==> config.mk <==
export PLATFORM = sky130hd
export DESIGN_NAME = reorder_buffer
export DESIGN_NICKNAME = d
export VERILOG_FILES = /design/src/rtl/rob_pkg.sv /design/src/rtl/rob_entry_array.sv /design/src/rtl/reorder_buffer.sv
export SDC_FILE = /design/constraint.sdc
export NUM_CORES = 2
export LEC_CHECK = 0
export BUFFER_PORTS_ARGS = -buffer_cell sky130_fd_sc_hd__buf_2
export CAP_MARGIN = 30
export CORE_MARGIN = 3
export CORE_UTILIZATION = 55
export DETAILED_ROUTE_END_ITERATION = 12
export GPL_TIMING_DRIVEN = 1
export HOLD_SLACK_MARGIN = 0.15
export PLACE_DENSITY_LB_ADDON = 0.12
export SYNTH_ARGS = -nofsm -noshare
export SYNTH_HDL_FRONTEND = slang
export SYNTH_SLANG_ARGS = --single-unit
export TNS_END_PERCENT = 1
==> constraint.sdc <==
create_clock -name clk_in -period 47.5 [get_ports clk_in]
set_input_delay 9.5 -clock clk_in [delete_from_list [all_inputs] [get_ports clk_in]]
set_output_delay 9.5 -clock clk_in [all_outputs]
set_load 0.02 [all_outputs]
==> src/rtl/rob_pkg.sv <==
// Shared sizing, entry layout and state encoding for the reorder buffer.
package rob_pkg;

    localparam int unsigned ROB_SIZE_LOG = 4;
    localparam int unsigned ROB_SIZE     = 1 << ROB_SIZE_LOG;

    typedef logic [ROB_SIZE_LOG-1:0] rob_tag_t;

    typedef struct packed {
        logic        busy;
        logic        ready;
        logic [4:0]  rd;
        logic [31:0] val;
        logic        is_branch;
        logic        pred_jump;
        logic        jump;
        logic [31:0] alt_pc;
    } rob_entry_t;

    typedef enum logic {
        ST_RUN,
        ST_CLEAR
    } rob_state_t;

    function automatic logic is_mispredict(input rob_entry_t e, input logic jump);
        return e.is_branch && (jump != e.pred_jump);
    endfunction

endpackage

==> src/rtl/rob_entry_array.sv <==
// Reorder-buffer entry storage: one issue write port, one CDB write port,
// a full-entry head read port and two operand query read ports.
module rob_entry_array #(
    parameter int unsigned TAG_W = rob_pkg::ROB_SIZE_LOG
) (
    input  logic                clk,
    input  logic                rst,
    input  logic                flush,
    input  logic                issue_en,
    input  logic [TAG_W-1:0]    issue_idx,
    input  rob_pkg::rob_entry_t issue_entry,
    input  logic                cdb_en,
    input  logic [TAG_W-1:0]    cdb_idx,
    input  logic [31:0]         cdb_val,
    input  logic                cdb_jump,
    input  logic                retire_en,
    input  logic [TAG_W-1:0]    retire_idx,
    input  logic [TAG_W-1:0]    head_idx,
    output rob_pkg::rob_entry_t head_entry,
    input  logic [TAG_W-1:0]    query_idx_1,
    output logic                query_busy_1,
    output logic                query_ready_1,
    output logic [31:0]         query_val_1,
    input  logic [TAG_W-1:0]    query_idx_2,
    output logic                query_busy_2,
    output logic                query_ready_2,
    output logic [31:0]         query_val_2
);
    import rob_pkg::*;

    localparam int unsigned DEPTH = 1 << TAG_W;

    rob_entry_t entries [DEPTH];

    // Retire is applied last so a late duplicate CDB write cannot keep a retired entry busy.
    always_ff @(posedge clk or posedge rst) begin
        if (rst) begin
            for (int unsigned i = 0; i < DEPTH; i++) begin
                entries[i] <= '0;
            end
        end else if (flush) begin
            for (int unsigned i = 0; i < DEPTH; i++) begin
                entries[i].busy <= 1'b0;
            end
        end else begin
            if (issue_en) begin
                entries[issue_idx] <= issue_entry;
            end
            if (cdb_en && entries[cdb_idx].busy) begin
                entries[cdb_idx].ready <= 1'b1;
                entries[cdb_idx].val   <= cdb_val;
                entries[cdb_idx].jump  <= cdb_jump;
            end
            if (retire_en) begin
                entries[retire_idx].busy <= 1'b0;
            end
        end
    end

    assign head_entry    = entries[head_idx];
    assign query_busy_1  = entries[query_idx_1].busy;
    assign query_ready_1 = entries[query_idx_1].ready;
    assign query_val_1   = entries[query_idx_1].val;
    assign query_busy_2  = entries[query_idx_2].busy;
    assign query_ready_2 = entries[query_idx_2].ready;
    assign query_val_2   = entries[query_idx_2].val;

endmodule

==> src/rtl/reorder_buffer.sv <==
// In-order retirement buffer for the Tomasulo core with mispredict flush.
// Optional feature macro: ROB_CDB_BYPASS_EN (same-cycle CDB commit and query forwarding).
module reorder_buffer #(
    parameter int unsigned ROB_SIZE_LOG = rob_pkg::ROB_SIZE_LOG
) (
    input  logic                    clk_in,
    input  logic                    rst_in,
    input  logic                    rdy_in,
    input  logic                    issue_valid,
    input  logic [4:0]              issue_rd,
    input  logic                    issue_is_branch,
    input  logic                    issue_pred_jump,
    input  logic [31:0]             issue_alt_pc,
    output logic [ROB_SIZE_LOG-1:0] issue_tag,
    output logic                    rob_full,
    input  logic                    cdb_valid,
    input  logic [ROB_SIZE_LOG-1:0] cdb_tag,
    input  logic [31:0]             cdb_val,
    input  logic                    cdb_jump,
    input  logic [ROB_SIZE_LOG-1:0] query_tag_1,
    output logic                    query_ready_1,
    output logic [31:0]             query_val_1,
    input  logic [ROB_SIZE_LOG-1:0] query_tag_2,
    output logic                    query_ready_2,
    output logic [31:0]             query_val_2,
    output logic [4:0]              commit_reg,
    output logic [31:0]             commit_val,
    output logic [ROB_SIZE_LOG-1:0] commit_tag,
    output logic                    RoB_clear,
    output logic [31:0]             clear_pc
);
    import rob_pkg::*;

    typedef logic [ROB_SIZE_LOG-1:0] tag_t;
    typedef logic [ROB_SIZE_LOG:0]   cnt_t;

    localparam tag_t TAG_ONE  = tag_t'(1);
    localparam cnt_t CNT_ONE  = cnt_t'(1);
    localparam cnt_t CNT_FULL = CNT_ONE << ROB_SIZE_LOG;

    tag_t        head, tail;
    cnt_t        count;
    rob_state_t  state;
    rob_entry_t  head_e, new_e;
    logic        q1_busy, q1_ready, q2_busy, q2_ready;
    logic [31:0] q1_val, q2_val;
    logic        running, do_issue, do_commit, flush;
    logic        head_ready, head_jump;
    logic [31:0] head_val;

    assign issue_tag = tail;
    assign rob_full  = (count == CNT_FULL);
    assign running   = rdy_in && (state == ST_RUN);
    assign do_issue  = running && issue_valid && !rob_full;
    assign do_commit = running && head_e.busy && head_ready;
    assign flush     = do_commit && is_mispredict(head_e, head_jump);

    always_comb begin
        new_e           = '0;
        new_e.busy      = 1'b1;
        new_e.rd        = issue_rd;
        new_e.is_branch = issue_is_branch;
        new_e.pred_jump = issue_pred_jump;
        new_e.alt_pc    = issue_alt_pc;
    end

    always_comb begin
        head_ready    = head_e.ready;
        head_val      = head_e.val;
        head_jump     = head_e.jump;
        query_ready_1 = q1_busy && q1_ready;
        query_val_1   = q1_val;
        query_ready_2 = q2_busy && q2_ready;
        query_val_2   = q2_val;
`ifdef ROB_CDB_BYPASS_EN
        if (cdb_valid && (cdb_tag == head) && !head_e.ready) begin
            head_ready = 1'b1;
            head_val   = cdb_val;
            head_jump  = cdb_jump;
        end
        if (cdb_valid && (cdb_tag == query_tag_1) && q1_busy && !q1_ready) begin
            query_ready_1 = 1'b1;
            query_val_1   = cdb_val;
        end
        if (cdb_valid && (cdb_tag == query_tag_2) && q2_busy && !q2_ready) begin
            query_ready_2 = 1'b1;
            query_val_2   = cdb_val;
        end
`endif
    end

    rob_entry_array #(
        .TAG_W (ROB_SIZE_LOG)
    ) u_entries (
        .clk           (clk_in),
        .rst           (rst_in),
        .flush         (flush),
        .issue_en      (do_issue),
        .issue_idx     (tail),
        .issue_entry   (new_e),
        .cdb_en        (running && cdb_valid),
        .cdb_idx       (cdb_tag),
        .cdb_val       (cdb_val),
        .cdb_jump      (cdb_jump),
        .retire_en     (do_commit),
        .retire_idx    (head),
        .head_idx      (head),
        .head_entry    (head_e),
        .query_idx_1   (query_tag_1),
        .query_busy_1  (q1_busy),
        .query_ready_1 (q1_ready),
        .query_val_1   (q1_val),
        .query_idx_2   (query_tag_2),
        .query_busy_2  (q2_busy),
        .query_ready_2 (q2_ready),
        .query_val_2   (q2_val)
    );

    // The mispredicting commit empties the buffer on its own edge; the following
    // clear cycle then only drops the pulse and blocks issue, CDB and commit.
    always_ff @(posedge clk_in or posedge rst_in) begin
        if (rst_in) begin
            head       <= '0;
            tail       <= '0;
            count      <= '0;
            state      <= ST_RUN;
            commit_reg <= '0;
            commit_val <= '0;
            commit_tag <= '0;
            RoB_clear  <= 1'b0;
            clear_pc   <= '0;
        end else if (rdy_in) begin
            case (state)
                ST_RUN: begin
                    commit_reg <= do_commit ? head_e.rd : '0;
                    commit_val <= do_commit ? head_val : '0;
                    commit_tag <= do_commit ? head : '0;
                    if (flush) begin
                        head      <= '0;
                        tail      <= '0;
                        count     <= '0;
                        RoB_clear <= 1'b1;
                        clear_pc  <= head_e.alt_pc;
                        state     <= ST_CLEAR;
                    end else begin
                        if (do_commit) head <= head + TAG_ONE;
                        if (do_issue)  tail <= tail + TAG_ONE;
                        case ({do_issue, do_commit})
                            2'b10:   count <= count + CNT_ONE;
                            2'b01:   count <= count - CNT_ONE;
                            default: count <= count;
                        endcase
                    end
                end
                ST_CLEAR: begin
                    commit_reg <= '0;
                    commit_val <= '0;
                    commit_tag <= '0;
                    RoB_clear  <= 1'b0;
                    clear_pc   <= '0;
                    state      <= ST_RUN;
                end
                default: state <= ST_RUN;
            endcase
        end
    end

endmodule

# [Yosys cells after proc, flatten, opt, wreduce, memory -nomap -nowiden]
# Index checks and enable logic that the tools add are counted.
[totals] register_bits=1272 in_bits=89 output_inout_bits=145 elab_cells=248
[classes] n_addsub=4 n_lt_le_gt_ge=8 eq_ne=5 n_mux=66 n_bitwise=6 n_reduce_logical=22
[op_table] cell="$bwmux 1184" n=5
[op_table] cell="$mux 1184" n=5
[op_table] cell="$demux 74 s4" n=5
[op_table] cell="$bmux 74 s4" n=4
[op_table] cell="$mux 74" n=10
[op_table] cell="$pmux 32 s2" n=2
[op_table] cell="$mux 73" n=1
[op_table] cell="$mux 67" n=1
[op_table] cell="$mux 32" n=2
[op_table] cell="$mux 33" n=1
[op_table] cell="$ge 5x5->1 const B" n=5
[op_table] cell="$not 4->5" n=5
[op_table] cell="$mux 4" n=5
[op_table] cell="$pmux 5 s2" n=2
[op_table] cell="$mux 1" n=18
[op_table] cell="$lt 5x1->1 const B" n=3
[op_table] cell="$logic_and 1x1->1" n=14
[op_table] cell="$mux 5" n=2
[op_table] cell="$reduce_and 3->1" n=3
[op_table] cell="$add 4x1->4 const B" n=2
[op_table] cell="$pmux 4 s2" n=1
[op_table] cell="$add 5x1->5 const B" n=1
[op_table] cell="$eq 5x5->1 const B" n=1
[op_table] cell="$sub 5x1->5 const B" n=1
[op_table] cell="10 further kinds" n=12

# [Depth between registers and ports, before layout]
[depth] ltp_word=16 ltp_mapped=14 mapped_depth_nobuf=11

# [Modules after synthesis]
# A second synthesis with hierarchy kept.
[unflattened] hier_cells=5262 area_unflattened_um2=68881.1
[by_module_without_submodules] module="rob_entry_array" n_inst=1 cells_per_inst=5000 area_per_inst_um2=65407.7 seq_area_each_um2=29628.4
[by_module_without_submodules] module="reorder_buffer" n_inst=1 cells_per_inst=262 area_per_inst_um2=3473.3 seq_area_each_um2=2202.1

# [Worst setup path after synthesis]
# No wires, ideal clock.
[synth_path] path_kind="input to output" startpoint="input query_tag_1[0]" endpoint="output query_val_1[12]" t_arrival_ns=11.874 required_time_ns=38.000 setup_slack_ns=26.126 path_stages=6 path_buffers=4 cell_sequence="clkbuf_1 -> buf_1 -> clkbuf_1 -> buf_1 -> mux4_2 -> mux4_2"
[synth_via] elab_chain_len=4
[synth_rtl] item="start: declaration" line_no="reorder_buffer.sv:20" source="input logic [ROB_SIZE_LOG-1:0] query_tag_1,"
[synth_rtl] item="$not 4->5 (implied by the code)" line_no="rob_entry_array.sv:63" source="assign query_val_1 = entries[query_idx_1].val;"
[synth_rtl] item="$bmux 74 s4" line_no="rob_entry_array.sv:63"
[synth_rtl] item="$mux 74 (2 in a row)"
[synth_rtl] item="end: declaration" line_no="reorder_buffer.sv:22" source="output logic [31:0] query_val_1,"
# No other way between the ends. The select of a mux whose other input is x is not followed.

# [Worst setup path after layout]
[layout_path] startpoint="input query_tag_1[0]" endpoint="output query_val_1[16]"
# Same word-level chain as after synthesis.

==> out/results.txt <==
Die Height: 349 um
Core Box Area: 0.117 mm2
Initial antenna violation count: 23
Post-cts sizing count: 0
Cell area after layout: 0.0720 mm2
Synth area leaders: dfrtp_1 49%, mux4_2 24%, a22o_1 7.4%
Largest area contributor in the netlist: dfrtp_1
Setup TNS: 0 ps
CP arrival: 12,490 ps
Layout cells sized above 1: 40.5%
Routed WL: 197 mm
Crit Path Category: input pin to output pin
Routability congestion estimate: 0.883
Library cells used by synthesis: 60
Die width: 349 um
Global route overflow: 0
Number of remaining DRC errors: 0
TritonRoute pass-1 iters: 6
Worst-margin pin slew: 1110 ps
Post-synth top flop: dfrtp_1
Final ANT Viol Nets: 0
Worst setup margin: 25,510 ps
Final setup violating endpoints: 0
Crit end category: output pin
Seq/Total Area, Yosys: 49.1%
Largest net degree at the start of global routing: 165
Required @ worst endpoint: 38,000 ps
Fmax: 0.0455 GHz
Buffers on Ports: 233
Post-Place Cells: 5,444
Most frequent cells after synthesis: 1,272 x dfrtp_1, 691 x mux4_2, 547 x a22o_1
Comb power frac: 29.1%
Slew headroom: 26.0%
Dpl hpwl: 108 mm
Cell-internal power: 0.00278 W
Sink Count: 1,272
TritonCTS Buffers: 143
Max VDD drop: 0.0457 mV
Max cap viols: 0
Critical-path maximum fanout: 66
Clk_skew: 34.1 ps
Fillers: 8,622
Switching Fraction: 30.0%
Final Max Tran Viols: 0
DP Worst Slack: 25,470 ps
Flops & latches, synth: 1,272
DIE AREA: 0.122 mm2
Worst skew pair latency: 790 ps
Post-CTS setup buffers: 0
Final Hold Viols: 0
Most common cell in the netlist: dfrtp_1
Placed Area: 0.0669 mm2
Finished Layout Cells: 5,725
Detailed Route Iter0 Violations: 4,048
Power per cell area: 55.3 mW/mm2
Vias: 41,476
Maximum clock path buffer count: 3
Psw: 0.00119 W
H-tree depth: 4
Synth-to-Final Area Change: 11.0%
Starting Density: 55.6%
Clock root buffer: clkbuf_16
I/O pins: 234
Worst Hold Class: flip-flop to flip-flop
Fin nets: 4,174
Yosys warnings: 0
Clock power share: 28.5%
RSZ-0062 raised after global routing: no
Startpoint Class: input pin
Time the worst path needs with I/O delays and setup: 21,990 ps
Crit path from: query_tag_1[0]
Syn avg cell area: 15.9 um2
Vias in the first global route: 43,044
DR WL/cell: 34.4 um
Leakage power: 32.6 nW
Post-synth EDFFs: 0
Gr usage total: 32.9%
Netlist Area Pre-Place: 0.0648 mm2
Top cell type's share of synthesized area: 49.1%
Reg2reg start: head[1]
Syn nets: 4,172
Mapped Cells: 4,073
# rows: 125
Sequential share of power: 42.4%
Outcome: finished clean
TritonCTS clock tree: yes
First-pass GRT wire length: 295 mm
Post-CTS Hold Buffers: 0
FFs w/ async S/R, synth: 100%
Tcrit/Tclk final: 46.3%
Detailed-route vias per instance: 7.24
Clock transition at the registers of the reported paths: 50 ps
## final timing paths
check / endpoint / slack (ps) / cells past startpoint
min in group asynchronous: commit_tag[3] / 8880 / 2
worst max-delay path: query_val_1[16] / 25510 / 6
worst max register to register: flip-flop / 40150 / 11
worst min register to register: flip-flop / 480 / 1
worst min-delay path: flip-flop / 480 / 1
max in group asynchronous: async pin / 35210 / 8
## critical path, cell delays in order
cell and delay, ps:
clkbuf_8 260, buf_16 380, buf_4 850, mux4_2 600, mux4_2 540, buf_2 190
## placed cells by master, fill, tap and decap left out, drive strengths merged, types with 4 or more instances in the layout
cell / instances
clkinvlp: 5
a31oi: 9
a21oi: 46
mux4: 691
a22o: 547
diode: 12
nand2: 81
clkbuf: 206
mux2i: 5
a311oi: 9
buf: 335
inv: 23
dfrtp: 1272
nor2b: 6
xnor2: 4
nand3: 42
mux2: 624
nor4: 5
and3: 7
o2bb2ai: 21
a21o: 12
o21ai: 64
a22oi: 19
o22a: 5
clkinv: 28
nand2b: 7
nor3: 24
ha: 10
bufinv: 13
nor2: 40
## cell type report
cell class	count	area, um2	share of cell area (%)
well taps	1524	1910	2.65
inverters	14	65.1	0.0904
diodes	12	30.0	0.0417
repair buffers	337	2480	3.45
clock inverters	55	718	0.998
clock buffers	204	4060	5.64
flip-flops and latches	1272	31800	44.2
multi-input cells	2307	30900	42.9
## metal layers
layer  part of all wire, %  vias up  GRT usage [%]
li1                      -    16288              -
met1                    39    22466           43.7
met2                    48     2160           52.3
met3                   8.6      544           7.55
met4                   4.6       18           15.0
met5                 0.063        -              0
## kinds of logic after synthesis
group                    synth area share, %
AO/OA/AOI/OAI                           9.41
flip-flops                              49.1
XOR/XNOR                               0.110
multiplexers                            35.6
adder cells (fa/ha/maj)                0.193
buffers and inverters                   3.68
AND/OR/NAND/NOR                         1.90
## power by group through the flow
stage / registers [W] / logic (W) / clock network [W]
after floorplan: 0.00160 / 0.000940 / 0
after global placement: 0.00168 / 0.00112 / 0
after detailed placement: 0.00169 / 0.00115 / 0
after CTS: 0.00167 / 0.00116 / 0.00115
after global routing: 0.00172 / 0.00123 / 0.00119
final: 0.00169 / 0.00116 / 0.00113
## stage by stage
step	total power, W	utilization, %	hold WS, ps
2_1_floorplan	0.00254	-	459
3_3_place_gp	0.00280	57.1	468
3_5_place_dp	0.00284	57.4	475
4_1_cts	0.00398	61.5	488
5_1_grt	0.00415	61.7	495
6_report	0.00398	61.8	483
Power figures use the tool's default switching activity.
